File: config.mk
export PLATFORM = sky130hd
export DESIGN_NAME = fsm_counter_mc
export DESIGN_NICKNAME = d
export VERILOG_FILES = /design/src/rtl/fsm_counter_mc.sv
export SDC_FILE = /design/constraint.sdc
export NUM_CORES = 1
export LEC_CHECK = 0
export ABC_AREA = 1
export CORE_MARGIN = 4
export CORE_UTILIZATION = 41
export CTS_BUF_LIST = sky130_fd_sc_hd__clkbuf_16
export CTS_CLUSTER_SIZE = 30
export DETAILED_ROUTE_END_ITERATION = 8
export PLACE_DENSITY = 0.71
export SLEW_MARGIN = 40
export SYNTH_ARGS = -nofsm -noshare
export SYNTH_HDL_FRONTEND = slang
export SYNTH_SLANG_ARGS = --single-unit
File: constraint.sdc
create_clock -name clk -period 4.1 [get_ports clk]
set_clock_uncertainty 0.15 [all_clocks]
set_input_delay 0.41 -clock clk [delete_from_list [all_inputs] [get_ports clk]]
set_output_delay 0.41 -clock clk [all_outputs]
set_load 0.02 [all_outputs]
File: src/rtl/fsm_counter_mc.sv
// NCH independent start/stop/pause FSM counters with per-channel wrap/saturate
// mode and a live terminal value; all outputs registered.
module fsm_counter_mc #(
  parameter int WIDTH = 3,
  parameter int NCH   = 2
) (
  input  logic                 clk,
  input  logic                 rst,
  input  logic [NCH-1:0]       start,
  input  logic [NCH-1:0]       stop,
  input  logic [NCH-1:0]       pause,
  input  logic [NCH-1:0]       mode,
  input  logic [NCH*WIDTH-1:0] limit,
  output logic [NCH*WIDTH-1:0] counter,
  output logic [NCH*2-1:0]     state,
  output logic [NCH-1:0]       wrapped,
  output logic [NCH-1:0]       done,
  output logic                 busy
);

  localparam logic [1:0] IDLE  = 2'b00;
  localparam logic [1:0] RUN   = 2'b01;
  localparam logic [1:0] PAUSE = 2'b10;
  localparam logic [1:0] DONE  = 2'b11;

  logic [NCH-1:0]       mode_q;
  logic [NCH-1:0]       mode_d;
  logic [NCH*WIDTH-1:0] cnt_d;
  logic [NCH*2-1:0]     st_d;
  logic [NCH-1:0]       wrap_d;
  logic [NCH-1:0]       done_d;
  logic                 busy_d;

  always_comb begin
    mode_d = mode_q;
    cnt_d  = counter;
    st_d   = state;
    wrap_d = '0;
    done_d = '0;
    busy_d = 1'b0;
    for (int unsigned i = 0; i < NCH; i++) begin
      case (state[i*2 +: 2])
        IDLE: begin
          if (start[i]) begin
            st_d[i*2 +: 2]         = RUN;
            cnt_d[i*WIDTH +: WIDTH] = '0;
            mode_d[i]               = mode[i];
          end
        end
        RUN: begin
          if (stop[i]) begin
            st_d[i*2 +: 2] = IDLE;
          end else if (start[i]) begin
            cnt_d[i*WIDTH +: WIDTH] = '0;
            mode_d[i]               = mode[i];
          end else if (pause[i]) begin
            st_d[i*2 +: 2] = PAUSE;
          end else if (counter[i*WIDTH +: WIDTH] >= limit[i*WIDTH +: WIDTH]) begin
            // >= so a limit lowered below the current count still terminates
            if (mode_q[i]) begin
              st_d[i*2 +: 2]          = DONE;
              cnt_d[i*WIDTH +: WIDTH] = limit[i*WIDTH +: WIDTH];
              done_d[i]               = 1'b1;
            end else begin
              cnt_d[i*WIDTH +: WIDTH] = '0;
              wrap_d[i]               = 1'b1;
            end
          end else begin
            cnt_d[i*WIDTH +: WIDTH] = counter[i*WIDTH +: WIDTH] + 1'b1;
          end
        end
        PAUSE: begin
          if (stop[i]) begin
            st_d[i*2 +: 2] = IDLE;
          end else if (start[i]) begin
            st_d[i*2 +: 2]          = RUN;
            cnt_d[i*WIDTH +: WIDTH] = '0;
            mode_d[i]               = mode[i];
          end else if (!pause[i]) begin
            st_d[i*2 +: 2] = RUN;
          end
        end
        default: begin
          if (stop[i]) begin
            st_d[i*2 +: 2] = IDLE;
          end else if (start[i]) begin
            st_d[i*2 +: 2]          = RUN;
            cnt_d[i*WIDTH +: WIDTH] = '0;
            mode_d[i]               = mode[i];
          end
        end
      endcase
      // busy is derived from next state so it lines up with the registered state
      if (st_d[i*2 +: 2] == RUN || st_d[i*2 +: 2] == PAUSE) begin
        busy_d = 1'b1;
      end
    end
  end

  always_ff @(posedge clk) begin
    if (rst) begin
      state   <= '0;
      counter <= '0;
      mode_q  <= '0;
      wrapped <= '0;
      done    <= '0;
      busy    <= 1'b0;
    end else begin
      state   <= st_d;
      counter <= cnt_d;
      mode_q  <= mode_d;
      wrapped <= wrap_d;
      done    <= done_d;
      busy    <= busy_d;
    end
  end

endmodule
==> results_dict.tcl <==
set metrics [dict create \
    intPower_uw 335 \
    nNetsFinal 212 \
    crit_required_ps 4070 \
    setup-tns-final_ps 0 \
    fp.coreArea_mm2 0.00245 \
    design.die.area_mm2 0.00345 \
    synth_fa_ha_area_share_pct 9.49 \
    crit_family "simple AND/OR/NAND/NOR gates" \
    reg2reg_to "busy" \
    synth_top_family_by_area "simple AND/OR/NAND/NOR gates" \
    rsz0062_at_grt "no" \
    cts_buffers 3 \
    p_clk_share_pct 43.2 \
    crit_path_end "busy" \
    synth_xor_area_share_pct 1.66 \
    synth-compound-area-share_pct 16.7 \
    grt_pass1_vias 990 \
    routedWlPerCell_um 11.4 \
    max_freq_mhz 485 \
    switching_share_pct 25.1 \
    pin_count 31 \
    grt_use_total_pct 15.2 \
    cp_common_cell "nand2_1" \
    grt_overflow_total 0 \
    wl_um 2480 \
    critPathMaxStageDelay_ps 450 \
    critPathKind "input pin to flop" \
    path_buf_inv 2 \
    syn_inst 154 \
    via_count 1065 \
    crit_chain "clkdlybuf4s50_1, inv_1, ha_1, a21oi_1, nand2_2, nand2_1, nand2_1, nand2_1, nand2_1, nand2_1, nand2_1, nand2_1, a21oi_2" \
    first_pass_iters 4 \
    routed_via_density 4.91 \
    cts.sinks 17 \
    yosysWarningCount 0 \
    ys_types 22 \
    ys_ff_latch 17 \
    combPwrFrac_pct 17.4 \
    diodes 0 \
    p_sw_uw 112 \
    fin_crit_sh_pct 50.3 \
    status "complete, no violations" \
    post_cts_buffers 0 \
    layout_min_cycle_time_ps 2060 \
    final_cells 217 \
    syn-cell-area_mm2 0.00105 \
    yosysSeqAreaShare_pct 32.3 \
    clkLatencyLatePin_ps 250 \
    finalSetupViolCount 0 \
    postCtsResizedCells 0 \
    initial_core_util_pct 43.0 \
    ant_nets 0 \
    area.growth.synth_to_final_pct 39.1 \
    gp_congestion 0.804 \
    grt_max_degree 12 \
    tritoncts "built" \
    cts-root-buf "clkbuf_16" \
    grt_pass1_wl_um 4120 \
    p_leak_nw 0.675 \
    drive_gt1_share_pct 10.7 \
    cpMaxStageDelayCell "clkdlybuf4s50_1" \
    synthArstFlopShare_pct 0 \
    synth_edf_count 0 \
    synth.avg_cell_area_um2 6.85 \
    antenna_found_initial 0 \
    path_clk_slew_ps 50 \
    synth-main-ff-cell "dfxtp_1" \
    worst_slew_pin_slew_ps 462 \
    path_depth 13 \
    place_inst 213 \
    muxShareOfSynthArea_pct 0 \
    cp-end-kind "flop" \
    ff2ff_setup_slack_ps 2300 \
    crit_arrival_ps 2030 \
    pwr-share-seq_pct 39.4 \
    start_kind "input pin" \
    hp-start "mode_q[0]" \
    synth_simple_gate_area_share_pct 29.9 \
    r2r_start "counter[0]" \
    cp-startpoint "limit[2]" \
    die_x_um 58.7 \
    power.density_mw_per_mm2 304 \
    hp-class "flop to flop" \
    num_rows 18 \
    port_buffers 30 \
    dp_hpwl_um 1980 \
    syn_nets 178 \
    ff2ff_path_depth 14 \
    h-tree-depth 1 \
    hold_violations 0 \
    cap_violations 0 \
    drc 0 \
    cts.path.max_buffers 2 \
    holdBufCountCts 0 \
    drtIter0Drc 21 \
    vdd.ir_drop.worst_uv 187 \
    finalMaxSlewViolations 0 \
    dieHeight_um 58.7 \
    critPathMaxFanout 8 \
    slew_headroom_pct 69.1 \
]
-- kinds of logic after synthesis --
family                     Yosys count
xor gates and xnor gates             2
buffers and inverters               28
and+or+nand+nor                     71
adders and majority gates            8
AOI/OAI and AO/OA                   28
DFF                                 17
-- placed cells by master (no fill, tap or decap), types with 2 or more instances in the layout --
cell	instances
o211ai_1	8
inv_2	5
o21ai_0	6
nand2_1	37
clkdlybuf4s50_1	30
nand3_1	7
a21oi_1	10
nor2_2	3
inv_1	22
xor2_1	2
nand4_1	2
dfxtp_1	17
nor2_1	16
ha_1	8
nand2_2	3
clkbuf_16	3
a21boi_2	2
-- registers in the layout (all words and copies together) (netlist names) --
signal,count
state,4
mode_q,2
counter,6
busy,1
wrapped,2
done,2
-- cells in the mapped netlist (3+ instances only) --
master | count | area, um2
nand2_1 | 37 | 139
inv_2 | 5 | 18.8
inv_1 | 21 | 78.8
o21ai_0 | 6 | 30.0
a21oi_1 | 10 | 50.1
nand3_1 | 7 | 35.0
nor2_1 | 16 | 60.1
dfxtp_1 | 17 | 340
o211ai_1 | 8 | 60.1
ha_1 | 8 | 100
nand2_2 | 3 | 18.8
nor2_2 | 3 | 18.8
-- worst register-to-register path: cells and delay by family, from the launching register on --
family	cells	cell delay [ps]
AO/OA/AOI/OAI	1	50
AND/OR/NAND/NOR	10	690
adder cells (fa/ha/maj)	1	270
buffers and inverters	2	130
flip-flops	1	380
-- final cells by class --
class	instances	area, um2
multi-input combinational	109	609
timing repair buffer	30	300
clock buffer	3	75.1
fill	219	987
tap	30	37.5
inverter	27	101
sequential	17	340
clock inverter	1	3.75
-- layer usage --
layer  wire length, um  up-vias  global-route usage [%]
met5                 0        -                       0
met4                45        0                    5.83
met3               117        4                    3.51
met2              1120       26                    24.4
met1              1200      474                    19.6
li1                  -      561                       -
-- per-stage QoR --
stage / setup slack, ps / utilization (%) / power, mW / hold slack, ps / area [um2]
3_5_place_dp: 1780 / 56.6 / 0.257 / 309 / 1390
4_1_cts: 2030 / 59.8 / 0.450 / 323 / 1470
2_1_floorplan: 2350 / - / 0.224 / 276 / 1050
5_1_grt: 1860 / 59.8 / 0.468 / 348 / 1470
6_report: 2040 / 59.8 / 0.447 / 323 / 1470
3_3_place_gp: 1810 / 56.6 / 0.255 / 300 / 1390
-- worst min-delay path by stage --
stage / end / slack (ps) / depth (start not counted)
2_1_floorplan: wrapped[0] / 280 / 1
3_3_place_gp: wrapped[1] / 300 / 1
3_5_place_dp: wrapped[1] / 310 / 1
4_1_cts: wrapped[1] / 320 / 1
5_1_grt: wrapped[1] / 350 / 1
6_report: wrapped[0] / 320 / 1
-- power groups by stage --
stage / clock network [mW] / registers (mW) / logic [mW]
floorplan: 0 / 0.183 / 0.0412
detailed placement: 0 / 0.179 / 0.0777
CTS: 0.196 / 0.176 / 0.0784
finish: 0.193 / 0.176 / 0.0779
global placement: 0 / 0.180 / 0.0754
global route: 0.203 / 0.177 / 0.0879
Power figures use the tool's default switching activity.
